File: src/rtl/mips_register_file.sv
// rtl/mips_register_file.sv - 32x32 MIPS register file, registered dual read, single write
// Optional write-before-read forwarding enabled by defining REGFILE_BYPASS_EN.
module mips_register_file #(
  parameter int DATA_W = 32,
  parameter int ADDR_W = 5
) (
  input  logic              clk,
  input  logic              rst_n,
  input  logic              rd_req,
  input  logic [31:0]       instruction_set,
  output logic [DATA_W-1:0] rs_data,
  output logic [DATA_W-1:0] rt_data,
  output logic              rd_valid,
  input  logic              wr_en,
  input  logic [ADDR_W-1:0] wr_addr,
  input  logic [DATA_W-1:0] wr_data,
  output logic [15:0]       wr_count
);

  localparam int NREG = 1 << ADDR_W;

  typedef enum logic {
    IDLE = 1'b0,
    RESP = 1'b1
  } state_t;

  state_t             state_q, state_d;
  logic [DATA_W-1:0]  regs_q [NREG];
  logic [DATA_W-1:0]  rs_q, rs_d;
  logic [DATA_W-1:0]  rt_q, rt_d;
  logic [15:0]        cnt_q, cnt_d;
  logic [ADDR_W-1:0]  rs_idx, rt_idx;
  logic               wr_fire;
  logic               unused_instr_bits;

  assign rs_idx  = instruction_set[21 +: ADDR_W];
  assign rt_idx  = instruction_set[16 +: ADDR_W];
  assign unused_instr_bits = ^{instruction_set[31:26], instruction_set[15:0]};

  // Register 0 is never written, so it stays at its reset value of zero.
  assign wr_fire = wr_en && (wr_addr != '0);

  always_comb begin
    state_d = rd_req ? RESP : IDLE;
  end

  always_comb begin
    rs_d = rs_q;
    rt_d = rt_q;
    if (rd_req) begin
      rs_d = (rs_idx == '0) ? '0 : regs_q[rs_idx];
      rt_d = (rt_idx == '0) ? '0 : regs_q[rt_idx];
`ifdef REGFILE_BYPASS_EN
      if (wr_fire && (wr_addr == rs_idx)) rs_d = wr_data;
      if (wr_fire && (wr_addr == rt_idx)) rt_d = wr_data;
`endif
    end
  end

  always_comb begin
    cnt_d = cnt_q;
    if (wr_fire && (cnt_q != 16'hFFFF)) cnt_d = cnt_q + 16'd1;
  end

  always_ff @(posedge clk or negedge rst_n) begin
    if (!rst_n) begin
      state_q <= IDLE;
      rs_q    <= '0;
      rt_q    <= '0;
      cnt_q   <= '0;
    end else begin
      state_q <= state_d;
      rs_q    <= rs_d;
      rt_q    <= rt_d;
      cnt_q   <= cnt_d;
    end
  end

  always_ff @(posedge clk or negedge rst_n) begin
    if (!rst_n) begin
      for (int i = 0; i < NREG; i++) regs_q[i] <= '0;
    end else if (wr_fire) begin
      regs_q[wr_addr] <= wr_data;
    end
  end

  assign rs_data  = rs_q;
  assign rt_data  = rt_q;
  assign rd_valid = (state_q == RESP);
  assign wr_count = cnt_q;

endmodule

File: config.mk
export PLATFORM = sky130hd
export DESIGN_NAME = mips_register_file
export DESIGN_NICKNAME = d
export VERILOG_FILES = /design/src/rtl/mips_register_file.sv
export SDC_FILE = /design/constraint.sdc
export NUM_CORES = 2
export LEC_CHECK = 0
export CORE_MARGIN = 3
export CORE_UTILIZATION = 40
export DETAILED_ROUTE_END_ITERATION = 6
export PLACE_DENSITY_LB_ADDON = 0.3
export RECOVER_POWER = 100
export SLEW_MARGIN = 20
export SYNTH_ARGS = -nofsm -noshare
export SYNTH_HDL_FRONTEND = slang
export SYNTH_SLANG_ARGS = --single-unit
File: constraint.sdc
create_clock -name clk -period 3.35 [get_ports clk]
set_input_delay 1.005 -clock clk [delete_from_list [all_inputs] [get_ports clk]]
set_output_delay 1.005 -clock clk [all_outputs]
set_load 0.03 [all_outputs]
==> impl_metrics.yaml <==
placed_design:
  port_buffers: 131
  hpwl_um: 113000
  finalWeightedCongestion: 0.809
sta:
  maxClockFrequency_mhz: 304
  tightestPinTransition_ns: 2.68
  final-hold-violation-count: 0
  slew_viols_final: 328
  timing.slew.headroom: -0.787
  rsz0062_at_grt: "false"
  finalSetupViolations: 0
  post-route-min-period_ns: 3.29
  final.hold.worst_slack_ns: 0.400
  post-route-period-util: 0.981
  setup_tns_after_final_layout_ns: 0
  clock-skew-final_ns: 0.0488
grt:
  grt_start_max_net_pins: 117
  antenna_found_initial: 9
  grt_pass1_wl_um: 265000
  grt_use_met2: 0.381
  overflow: 0
  grtUsageMet3: 0.0445
  global_route.usage.total: 0.243
  grt_util_met1: 0.341
  grt_pass1_vias: 38500
  grt_most_used_layer: "met2"
outcome:
  violated_checks: "max-capacitance violations, max-slew violations"
  outcome: "finished, violations left"
floorplan:
  die_w_um: 385
  initial_utilization: 0.404
  count_of_pins_on_the_block_boundary: 154
  die_y_um: 385
  dieArea_mm2: 0.148
  placementRows: 138
  design.core.area_mm2: 0.142
worst_setup_path:
  slowest_stage: "sky130_fd_sc_hd__clkbuf_2"
  worstSetupStartpointType: "primary input"
  list_of_cells_traversed_by_the_critical_path: "dlygate4sd3_1, nand4_1, clkbuf_1, nor2_4, clkbuf_2, mux2_1"
  arrival_ns: 3.89
  timing.critical_path.slowest_cell_delay_ns: 1.23
  regToRegStartpoint: "regs_q[770]$_DFFE_PN0P_"
  critical_path_required_ns: 3.95
  critical_setup_path_class: "in2reg"
  worstPathMaxFanout: 32
  setup.worst_path.end_class: "flip-flop"
  ff2ff_path_depth: 4
  critical_path.startpoint: "wr_addr[4]"
routing:
  routed_wire_length_per_instance_um: 29.3
  drt.antenna.violating_nets: 0
  finalWirelength_um: 181000
  num_vias: 37500
  drt_drc_violations_left: 0
  length_of_the_first_detailed_routing_pass_in_iterations: 5
  via_per_inst: 6.08
  dr.first_iter.drc_count: 3379
cts:
  post_cts.resized_instances: 0
  clock-root-buffer: "sky130_fd_sc_hd__clkbuf_16"
  cts_tree: "built"
  cts_post_setup_buffers_inserted: 0
  cts.sink_count: 1105
  cts.hold.buffers_added: 0
  cts_made_buffers: 120
  insertion_delay_ns: 0.77
  ctsHtreeMaxLevel: 3
  max-clock-path-buffers: 3
  clk_pin_slew_ns: 0.06
synthesis:
  ys_seq_elements: 1105
  synth_fp_nets: 4165
  synth-edff-count: 0
  yosys.area.top_type_share: 0.482
  synth_top_area_cell: "sky130_fd_sc_hd__dfrtp_1"
  postSynth.asyncResetShare: 1.00
  yosys_most_used_dff: "sky130_fd_sc_hd__dfrtp_1"
  synthesis.area_per_instance_um2: 14.0
  netlist_instances: 4091
  netlist_area_mm2: 0.0574
  yosysWarningCount: 0
  synth_cell_types: 56
  synthTopCellsByArea: "sky130_fd_sc_hd__dfrtp_1 (48%), sky130_fd_sc_hd__mux2_1 (17%), sky130_fd_sc_hd__mux4_2 (13%)"
  synth_seq_area_share: 0.482
final_layout:
  finalNetCount: 4251
  final_cell_mix: "sky130_fd_sc_hd__dfrtp_1 (1105), sky130_fd_sc_hd__mux2_1 (884), sky130_fd_sc_hd__mux2i_1 (377)"
  growth_of_design_area_from_synthesis_to_finish_pct: 15.0
  drive_above_1_share: 0.231
  layout.cells.most_common: "sky130_fd_sc_hd__dfrtp_1"
min_path:
  start_point_of_the_worst_min_delay_path: "regs_q[1009]$_DFFE_PN0P_"
  number_of_stages_on_the_worst_hold_path: 0
  worst_hold_path_type: "reg2reg"
pwr:
  power_leakage_nw: 29.3
  max-vdd-ir-drop_uv: 516
  power_density_mw_per_mm2: 583
job:
  timing.max_cap.violations: 11
-- per-layer routing --
layer	vias to the layer above	routed length, um
li1	15800	-
met1	20200	79500
met2	1174	84000
met3	296	11600
met4	2	5630
met5	-	13
-- cells by family (layout without fill, tap and decap cells) --
| family | count (synthesis) | after routing | share of synthesized area |
|---|---|---|---|
| buffers and inverters | 452 | 638 | 0.0347 |
| xor gates and xnor gates | 15 | 15 | 0.00229 |
| and+or+nand+nor | 255 | 255 | 0.0206 |
| other | 0 | 2 | 0 |
| muxes | 1758 | 1758 | 0.400 |
| adders and majority gates | 1 | 1 | 0.000218 |
| AOI/OAI and AO/OA | 505 | 505 | 0.0606 |
| DFF | 1105 | 1105 | 0.482 |
-- through the flow --
step	utilization	instances	total power [mW]	cell area (um2)	worst slack [ns]
6_report	0.465	6169	38.5	66100	0.0626
5_1_grt	0.465	6167	40.2	66000	0.0365
4_1_cts	0.470	6167	38.8	66800	0.0809
3_5_place_dp	0.442	5945	25.3	62800	0.0901
3_3_place_gp	0.442	5945	24.9	62800	0.0958
2_1_floorplan	-	4091	22.5	57400	0.573
-- power by group --
| group | total, mW | switching, mW | internal (mW) |
|---|---|---|---|
| combinational | 7.24 | 3.21 | 4.02 |
| clock | 13.5 | 5.77 | 7.75 |
| sequential | 17.7 | 1.88 | 15.8 |
| total | 38.5 | 10.9 | 27.6 |
-- sequential cells by signal, indices dropped and copies added (netlist names) --
register / flops
rd_valid: 1
regs_q: 1024
rs_data: 32
rt_data: 32
wr_count: 16
-- synth_stat cells (31+ instances only) --
| master | instances |
|---|---|
| sky130_fd_sc_hd__nor2_1 | 121 |
| sky130_fd_sc_hd__mux2i_1 | 377 |
| sky130_fd_sc_hd__a2111oi_0 | 62 |
| sky130_fd_sc_hd__dfrtp_1 | 1105 |
| sky130_fd_sc_hd__a2bb2oi_1 | 31 |
| sky130_fd_sc_hd__mux2_1 | 884 |
| sky130_fd_sc_hd__o22ai_1 | 93 |
| sky130_fd_sc_hd__buf_2 | 131 |
| sky130_fd_sc_hd__clkbuf_1 | 257 |
| sky130_fd_sc_hd__o21ai_0 | 62 |
| sky130_fd_sc_hd__nand2_1 | 57 |
| sky130_fd_sc_hd__mux4_2 | 324 |
| sky130_fd_sc_hd__mux2_2 | 173 |
| sky130_fd_sc_hd__buf_1 | 38 |
| sky130_fd_sc_hd__a21oi_1 | 95 |
| sky130_fd_sc_hd__o211ai_1 | 61 |
-- worst paths after layout --
path                                                 end  slack, ns
worst max-delay path              regs_q[24]$_DFFE_PN0P_       0.06
worst min-delay path            regs_q[1009]$_DFFE_PN0P_       0.40
worst max register to register    rs_data[2]$_DFFE_PN0P_       1.24
worst min register to register  regs_q[1009]$_DFFE_PN0P_       0.40
max in group asynchronous        regs_q[626]$_DFFE_PN0P_       0.33
min in group asynchronous        regs_q[457]$_DFFE_PN0P_       1.22
-- final cells by class --
| type | count | area, um2 |
|---|---|---|
| Clock inverter | 40 | 514 |
| Fill cell | 12500 | 76100 |
| Clock buffer | 182 | 3500 |
| Multi-Input combinational cell | 2534 | 27900 |
| Timing Repair Buffer | 412 | 4070 |
| Sequential cell | 1105 | 27700 |
| Tap cell | 1890 | 2360 |
| Antenna cell | 2 | 5.00 |
| Inverter | 4 | 17.5 |
-- worst max-delay path, delay by kind of cell --
kind                   cells  cell delay (ns)
multiplexers               1             0.40
AND/OR/NAND/NOR            2             0.26
buffers and inverters      3             2.18
No activity file was read; power rests on OpenSTA's default activity.
